===== src/rtl/fetch_unit.sv =====
// Instruction-fetch sequencer: reads PC, fetches one word over a req/ack
// handshake, then strobes the IR and PC+4 into their registers.
module fetch_unit #(
    parameter logic [31:0] RESET_PC = 32'h0040_0000,
    parameter int          TIMEOUT  = 16,
    parameter int          CNT_W    = 5
) (
    input  logic        clk,
    input  logic        rst,
    input  logic        start,
    input  logic [31:0] pc_in,
    output logic        mem_req,
    output logic [31:0] mem_addr,
    input  logic        mem_ack,
    input  logic [31:0] mem_rdata,
    output logic        ir_write,
    output logic [31:0] ir_wdata,
    output logic        pc_write,
    output logic [31:0] pc_wdata,
    output logic        busy,
    output logic        done,
    output logic        fault
);

    typedef enum logic [1:0] {IDLE, REQ, DONE, ERR} state_t;

    localparam logic [CNT_W-1:0] CNT_LAST = CNT_W'(TIMEOUT - 1);
    localparam logic [CNT_W-1:0] CNT_ONE  = CNT_W'(1);

    state_t           state, state_nxt;
    logic [CNT_W-1:0] cnt, cnt_nxt;
    logic [31:0]      addr_nxt, ir_nxt, pc_nxt;

    always_comb begin
        state_nxt = state;
        cnt_nxt   = cnt;
        addr_nxt  = mem_addr;
        ir_nxt    = ir_wdata;
        pc_nxt    = pc_wdata;
        case (state)
            IDLE: begin
                if (start) begin
                    addr_nxt = pc_in;
                    if (pc_in[1:0] == 2'b00) begin
                        state_nxt = REQ;
                        cnt_nxt   = '0;
                    end else begin
                        state_nxt = ERR;
                    end
                end
            end
            REQ: begin
                if (mem_ack) begin
                    ir_nxt    = mem_rdata;
                    pc_nxt    = mem_addr + 32'd4;
                    state_nxt = DONE;
                end else begin
                    // Counter value k means k REQ cycles have already gone unanswered.
                    cnt_nxt = cnt + CNT_ONE;
                    if (cnt == CNT_LAST) begin
                        state_nxt = ERR;
                    end
                end
            end
            DONE:    state_nxt = IDLE;
            ERR:     state_nxt = IDLE;
            default: state_nxt = IDLE;
        endcase
    end

    // Outputs are registered from the next state so each state's strobes are
    // visible for exactly the cycle spent in it.
    always_ff @(posedge clk or negedge rst) begin
        if (!rst) begin
            state    <= IDLE;
            cnt      <= '0;
            mem_addr <= RESET_PC;
            ir_wdata <= '0;
            pc_wdata <= '0;
            mem_req  <= 1'b0;
            ir_write <= 1'b0;
            pc_write <= 1'b0;
            busy     <= 1'b0;
            done     <= 1'b0;
            fault    <= 1'b0;
        end else begin
            state    <= state_nxt;
            cnt      <= cnt_nxt;
            mem_addr <= addr_nxt;
            ir_wdata <= ir_nxt;
            pc_wdata <= pc_nxt;
            mem_req  <= (state_nxt == REQ);
            ir_write <= (state_nxt == DONE);
            pc_write <= (state_nxt == DONE);
            busy     <= (state_nxt != IDLE);
            done     <= (state_nxt == DONE) || (state_nxt == ERR);
            fault    <= (state_nxt == ERR);
        end
    end

endmodule


===== config.mk =====
export PLATFORM = sky130hd
export DESIGN_NAME = fetch_unit
export DESIGN_NICKNAME = d
export VERILOG_FILES = /design/src/rtl/fetch_unit.sv
export SDC_FILE = /design/constraint.sdc
export NUM_CORES = 1
export LEC_CHECK = 0
export ABC_CLOCK_PERIOD_IN_PS = 5020
export CAP_MARGIN = 20
export CORE_MARGIN = 5
export CORE_UTILIZATION = 48
export CTS_CLUSTER_DIAMETER = 150
export DETAILED_ROUTE_END_ITERATION = 6
export HOLD_SLACK_MARGIN = 0.06
export PLACE_DENSITY = 0.82
export SLEW_MARGIN = 20
export SYNTH_ARGS = -nofsm -noshare
export SYNTH_HDL_FRONTEND = slang
export SYNTH_SLANG_ARGS = --single-unit
export TNS_END_PERCENT = 50

===== constraint.sdc =====
create_clock -name clk -period 5.02 [get_ports clk]
set_input_delay 0.502 -clock clk [delete_from_list [all_inputs] [get_ports clk]]
set_output_delay 0.502 -clock clk [all_outputs]
set_load 0.05 [all_outputs]

==> reports/qor.csv, run 1 <==
metric;value;unit
Tightest Pin Transition;1018;ps
diode count;0;
R2R setup slack;2670;ps
mapped cell area;4682;um2
grt ovf;0;
iteration count of the initial detailed-routing pass;4;
Final setup viols;0;
Max Cap Violations;0;
layout cells sized above 1;9.164;%
I/O Buffers;169;
final hold viol count;0;
R2R Path Start;state[1];
clk slew on worst S/H paths;100;ps
Post-synth ARST share;100.0;%
Max Slew Vio Count;0;
CP Data Arrival Time;2730;ps
core area;9639;um2
Die ar.;11830;um2
Synth Flop Type;dfrtp_1;
final setup skew;12.28;ps
Root Buffer;clkbuf_8;
Num CTS Buffers;9;
first-pass GRT wire length;19.35;mm
vias per inst;5.158;
final core occ;68.93;%
clock sinks;108;
DR iter-0 viols;267;
CP Max Fanout;66;
boundary pin count;170;
Post-Route Setup TNS;0;ps
crit share post-route;48.61;%
vias;3894;
Yosys cell types;39;
CP Launch Point;mem_ack;
Die Y;108.8;um
Final Net Count;689;
Die Wd;108.8;um
largest net degree at the start of global routing;71;
Post-Synthesis Cells;456;
hold crit path type;in2async;
most frequent cell after synthesis;nand2_1;
initial antenna violation count;0;
r2r endpoint;pc_wdata[16];
Syn-to-layout area delta;41.90;%
DPL Wire Length;9.113;mm
Achievable Freq;409.8;MHz
Crit. End Element;flip-flop;
status;finished, final reports clean;
Synth warnings;0;
gr usage total;20.69;%
H-tree levels;3;
drc violations;0;
post-synth top area cell;dfrtp_1;
worst setup path class;in2reg;
slew margin rel.;32.16;%
Worst-Skew Late Latency;360;ps
drt wl/cell;16.04;um
RSZ-0062 raised after global routing;no;
share of the synthesized area in the top cell type;57.19;%
ANT nets after route;0;
top post-synthesis cells by count;136 x nand2_1, 107 x dfrtp_1, 32 x o21ai_0;
Hold WS;247.6;ps
worst setup path endpoint;pc_wdata[16];
WL final;12.11;mm
Seq cells post-synth;108;
syn nets;527;
Placer Congestion;0.8247;
vias in the first global route;3800;
critical path required time;5310;ps
fin crit period;2440;ps
hold_buf cts;0;
EDFF count, synth;0;
average size of a mapped cell;10.27;um2
largest buffer count on any clock path;2;
CTS tree;built;
PostCTS Resize Cnt;0;
crit start category;primary input;
Setup Buffers After CTS;0;
sequential-to-total area share from yosys stat;57.75;%
Synth area leaders;dfrtp_1 57%, nand2_1 11%, mux2_2 6.5%;
site row count;36;
Starting Density;48.57;%
Reg2Reg Depth;5;
## worst min path at each step
stage | cells after the start | endpoint | slack, ps | startpoint
final | 1 | mem_addr[23] | 250 | rst
after global routing | 1 | mem_addr[23] | 320 | rst
after CTS | 1 | mem_addr[23] | 280 | rst
after detailed placement | 2 | ir_wdata[1] | 460 | ir_wdata[1]
after global placement | 2 | ir_wdata[30] | 460 | ir_wdata[30]
after floorplan | 0 | busy | 210 | rst
## cells in the final DEF, fill, tap and decap left out, types with 2 or more instances in the layout
master	count
nor3b_1	3
inv_1	8
nand2_1	136
clkdlybuf4s50_1	168
xnor2_1	5
nand2b_1	2
clkbuf_8	10
ha_1	3
nand4_1	8
nand3_1	9
and2_1	2
o31ai_1	5
clkinvlp_4	3
xor2_1	10
a31oi_1	14
nand4_2	3
or3_2	2
or3_1	4
and3_1	5
dfrtp_1	107
o21ai_0	32
or4_1	5
buf_4	3
o41ai_1	2
nor2_1	21
or4b_1	3
a21oi_1	3
and4_1	6
mux2_2	27
## state kept, by name (all words and copies together), names as in the netlist
signal and count:
ir_wdata 32, mem_addr 32, pc_wdata 32, cnt 5, state 2, busy 1
done 1, fault 1, mem_req 1, pc_write 1
## final cells by class
cell class                 count  area (um2)
sequential                   108        2704
clock buffer                  10       137.6
timing repair buffer         171        1704
clock inverter                 5       61.31
inverter                       9       33.78
fill                         754        2995
multi-input combinational    319        1837
tap                          133       166.4
## stage by stage
step | instance area (um2) | std cells | setup slack [ps]
final | 6644 | 755 | 2580
after global routing | 6644 | 755 | 2403
after detailed placement | 6442 | 740 | 1779
after global placement | 6442 | 740 | 1902
after floorplan | 4682 | 456 | 2881
after CTS | 6641 | 755 | 2157
## kinds of logic (layout without fill, tap and decap cells)
family	count (synthesis)	count (layout)	synth area share (%)
AOI/OAI and AO/OA	58	58	7.135
DFF	108	108	57.75
and+or+nand+nor	216	216	21.83
buffers and inverters	29	195	3.180
adders and majority gates	3	3	0.8018
xor gates and xnor gates	15	15	2.806
muxes	27	27	6.494
## per-layer routing
layer | wire length (um) | GRT usage [%] | up-vias | part of all wire (%)
met5 | 0 | 0 | - | 0
met3 | 582 | 2.191 | 21 | 4.8
met1 | 5074 | 27.74 | 1863 | 42
li1 | - | - | 1885 | -
met4 | 289 | 7.484 | 0 | 2.4
met2 | 6164 | 35.04 | 125 | 51
## worst max-delay path, cell delays in order
cell and delay (ps):
clkdlybuf4s50_1 530, inv_1 70, or2_4 460, inv_2 810, o211ai_1 200, nand3_1 130
Power of run 1 is not shown: default switching activity piles up to over one toggle a cycle in this logic, so the estimate is an artifact.
==> run 2, diff against run 1 <==
ABC_CLOCK_PERIOD_IN_PS = 2400   (was 5020)
CORE_UTILIZATION = 45   (was 48)
PLACE_DENSITY = 0.78   (was 0.82)
clock period = 2.4 ns   (was 5.02 ns; I/O delays follow)
==> run 2 against run 1 <==
Net effect: worst setup slack worse by 2200 ps; sequential cell count stayed put; die area is 6.0% higher; register-to-register slack worse by 2300 ps; worst hold slack better by 150 ps; via count is 2.4% higher; first-iteration DRC count is 24% lower; clock skew is 1.3 ps higher; final cell count is 1.5% higher; critical path depth is 1 lower; core utilization is 2.8 points lower; largest cell class unchanged; highest routed layer unchanged.
==> reports/qor.csv, run 2 (synthesized netlist as in run 1, its figures left out) <==
metric;value;unit;change
iteration count of the initial detailed-routing pass;4;;unchanged
Worst-Skew Late Latency;360;ps;about the same
CP Cell Sequence;ha_1 -> and4_2 -> nand4_2 -> or4_1 -> a31oi_1;;
status;finished, final reports clean;;
CP max stage delay;550;ps;-260 ps
I/O Buffers;169;;unchanged
WL final;12.90;mm;+6.5%
Starting Density;45.76;%;-2.8 points
CP Data Arrival Time;2310;ps;-420 ps
vias in the first global route;4095;;+7.8%
final setup skew;13.62;ps;+1.341 ps
DPL Wire Length;9.805;mm;+7.6%
first-pass GRT wire length;20.98;mm;+8.4%
Die Y;112;um;+3.0%
most frequent cells in the layout;168 x clkdlybuf4s50_1, 136 x nand2_1, 107 x dfrtp_1, 32 x o21ai_0, 27 x mux2_2;;
CP max stage cell;or4_1;;
initial antenna violation count;0;;unchanged
slew margin rel.;59.73;%;+28 points
Top Family by Delay on Critical Path;simple AND/OR/NAND/NOR gates;;
Max Slew Vio Count;0;;unchanged
Post-Route Setup TNS;0;ps;unchanged
biggest regs;ir_wdata (32), mem_addr (32), pc_wdata (32);;
crit start category;flip-flop;;
PostCTS Resize Cnt;0;;unchanged
Syn-to-layout area delta;44.58;%;
Placer Congestion;0.8653;;+4.9%
clock sinks;108;;unchanged
Final Net Count;696;;+1.0%
final hold viol count;0;;unchanged
core area;10230;um2;+6.1%
Num CTS Buffers;9;;unchanged
largest buffer count on any clock path;2;;unchanged
Hold WS;395.7;ps;+148.1 ps
Tightest Pin Transition;604.1;ps;-413.5 ps
vias per inst;5.204;;+0.89%
Pleak;2.928;nW;
largest net degree at the start of global routing;49;;-31%
drc violations;0;;unchanged
Final setup viols;0;;unchanged
ANT nets after route;0;;unchanged
commonest non-fill, non-tap cell in the layout;clkdlybuf4s50_1;;
grt ovf;0;;unchanged
total power;11.33;mW;
site row count;37;;+2.8%
fillers;831;;+10%
CP Max Fanout;7;;-89%
Achievable Freq;494.5;MHz;
R2R setup slack;380;ps;-2290 ps
crit path buf inv count;0;;-3
pwr dens;1673;nW/um2;
worst vdd ir;761.7;uV;
Crit. End Element;flip-flop;;
Max Cap Violations;0;;unchanged
boundary pin count;170;;unchanged
crit share post-route;84.25;%;
DR iter-0 viols;203;;-24%
clk slew on worst S/H paths;110;ps;about the same
Root Buffer;clkbuf_8;;
CTS tree;built;;
gr usage total;20.68;%;about the same
Die ar.;12540;um2;+6.0%
layout cells sized above 1;10.16;%;+0.99 points
drt wl/cell;16.83;um;+5.0%
fin crit period;2022;ps;
diode count;0;;unchanged
RSZ-0062 raised after global routing;no;;
hold_buf cts;1;;+1
Setup Buffers After CTS;0;;unchanged
H-tree levels;3;;unchanged
critical path required time;2690;ps;-2620 ps
hold crit path type;in2reg;;
Die Wd;112;um;+3.0%
worst setup path class;reg2reg;;
vias;3986;;+2.4%
[run 2: worst paths after layout]
path / cells past startpoint / startpoint / to
setup / recovery: 5 / mem_addr[2] / pc_wdata[30]
hold / removal: 3 / mem_rdata[10] / ir_wdata[10]
setup reg to reg: 5 / mem_addr[2] / pc_wdata[30]
hold reg to reg: 2 / ir_wdata[24] / ir_wdata[24]
max in group asynchronous: 3 / rst / mem_addr[1]
min in group asynchronous: 2 / rst / mem_addr[19]
[run 2: stage by stage]
step | std cells | instance area, um2 | utilization (%) | worst slack (ps)
after floorplan | 456 | 4682 | - | 260.9
after global placement | 749 | 6529 | 63.81 | 381.1
after detailed placement | 749 | 6529 | 63.81 | 345.8
after CTS | 766 | 6769 | 66.16 | 367.5
after global routing | 766 | 6769 | 66.16 | 170.8
final | 766 | 6769 | 66.16 | 378.0
[run 2: where the power goes]
group / internal [mW] / switching (mW) / total [mW] / leakage, nW
clock network: 0.624 / 0.629 / 1.25 / 0.110
registers: 2.69 / 0.819 / 3.51 / 1.31
logic: 2.23 / 4.34 / 6.57 / 1.51
total: 5.54 / 5.79 / 11.3 / 2.93
[run 2: worst reg2reg max path: cells and delay by family (launching register included)]
kind,cells,cell delay (ps)
fa+ha+maj,1,250
flops,1,470
simple gates,3,1060
compound gates,1,170
[run 2: final cells by class]
class	instances	area, um2	area share (%)
flip-flops and latches	108	2704	39.94
clock buffers	10	137.6	2.033
multi-input cells	319	1834	27.10
well taps	136	170.2	2.514
repair buffers	178	1797	26.54
inverters	9	33.78	0.4991
clock inverters	6	92.59	1.368
[run 2: routing by layer]
layer  track usage (%)  vias up  share of wire, %
li1                  -     1900                 -
met1             24.86     1938                40
met2             35.81      122                50
met3             4.674       26               6.1
met4             8.654        0               3.1
met5                 0        -                 0
(Power assumes the default switching activity.)
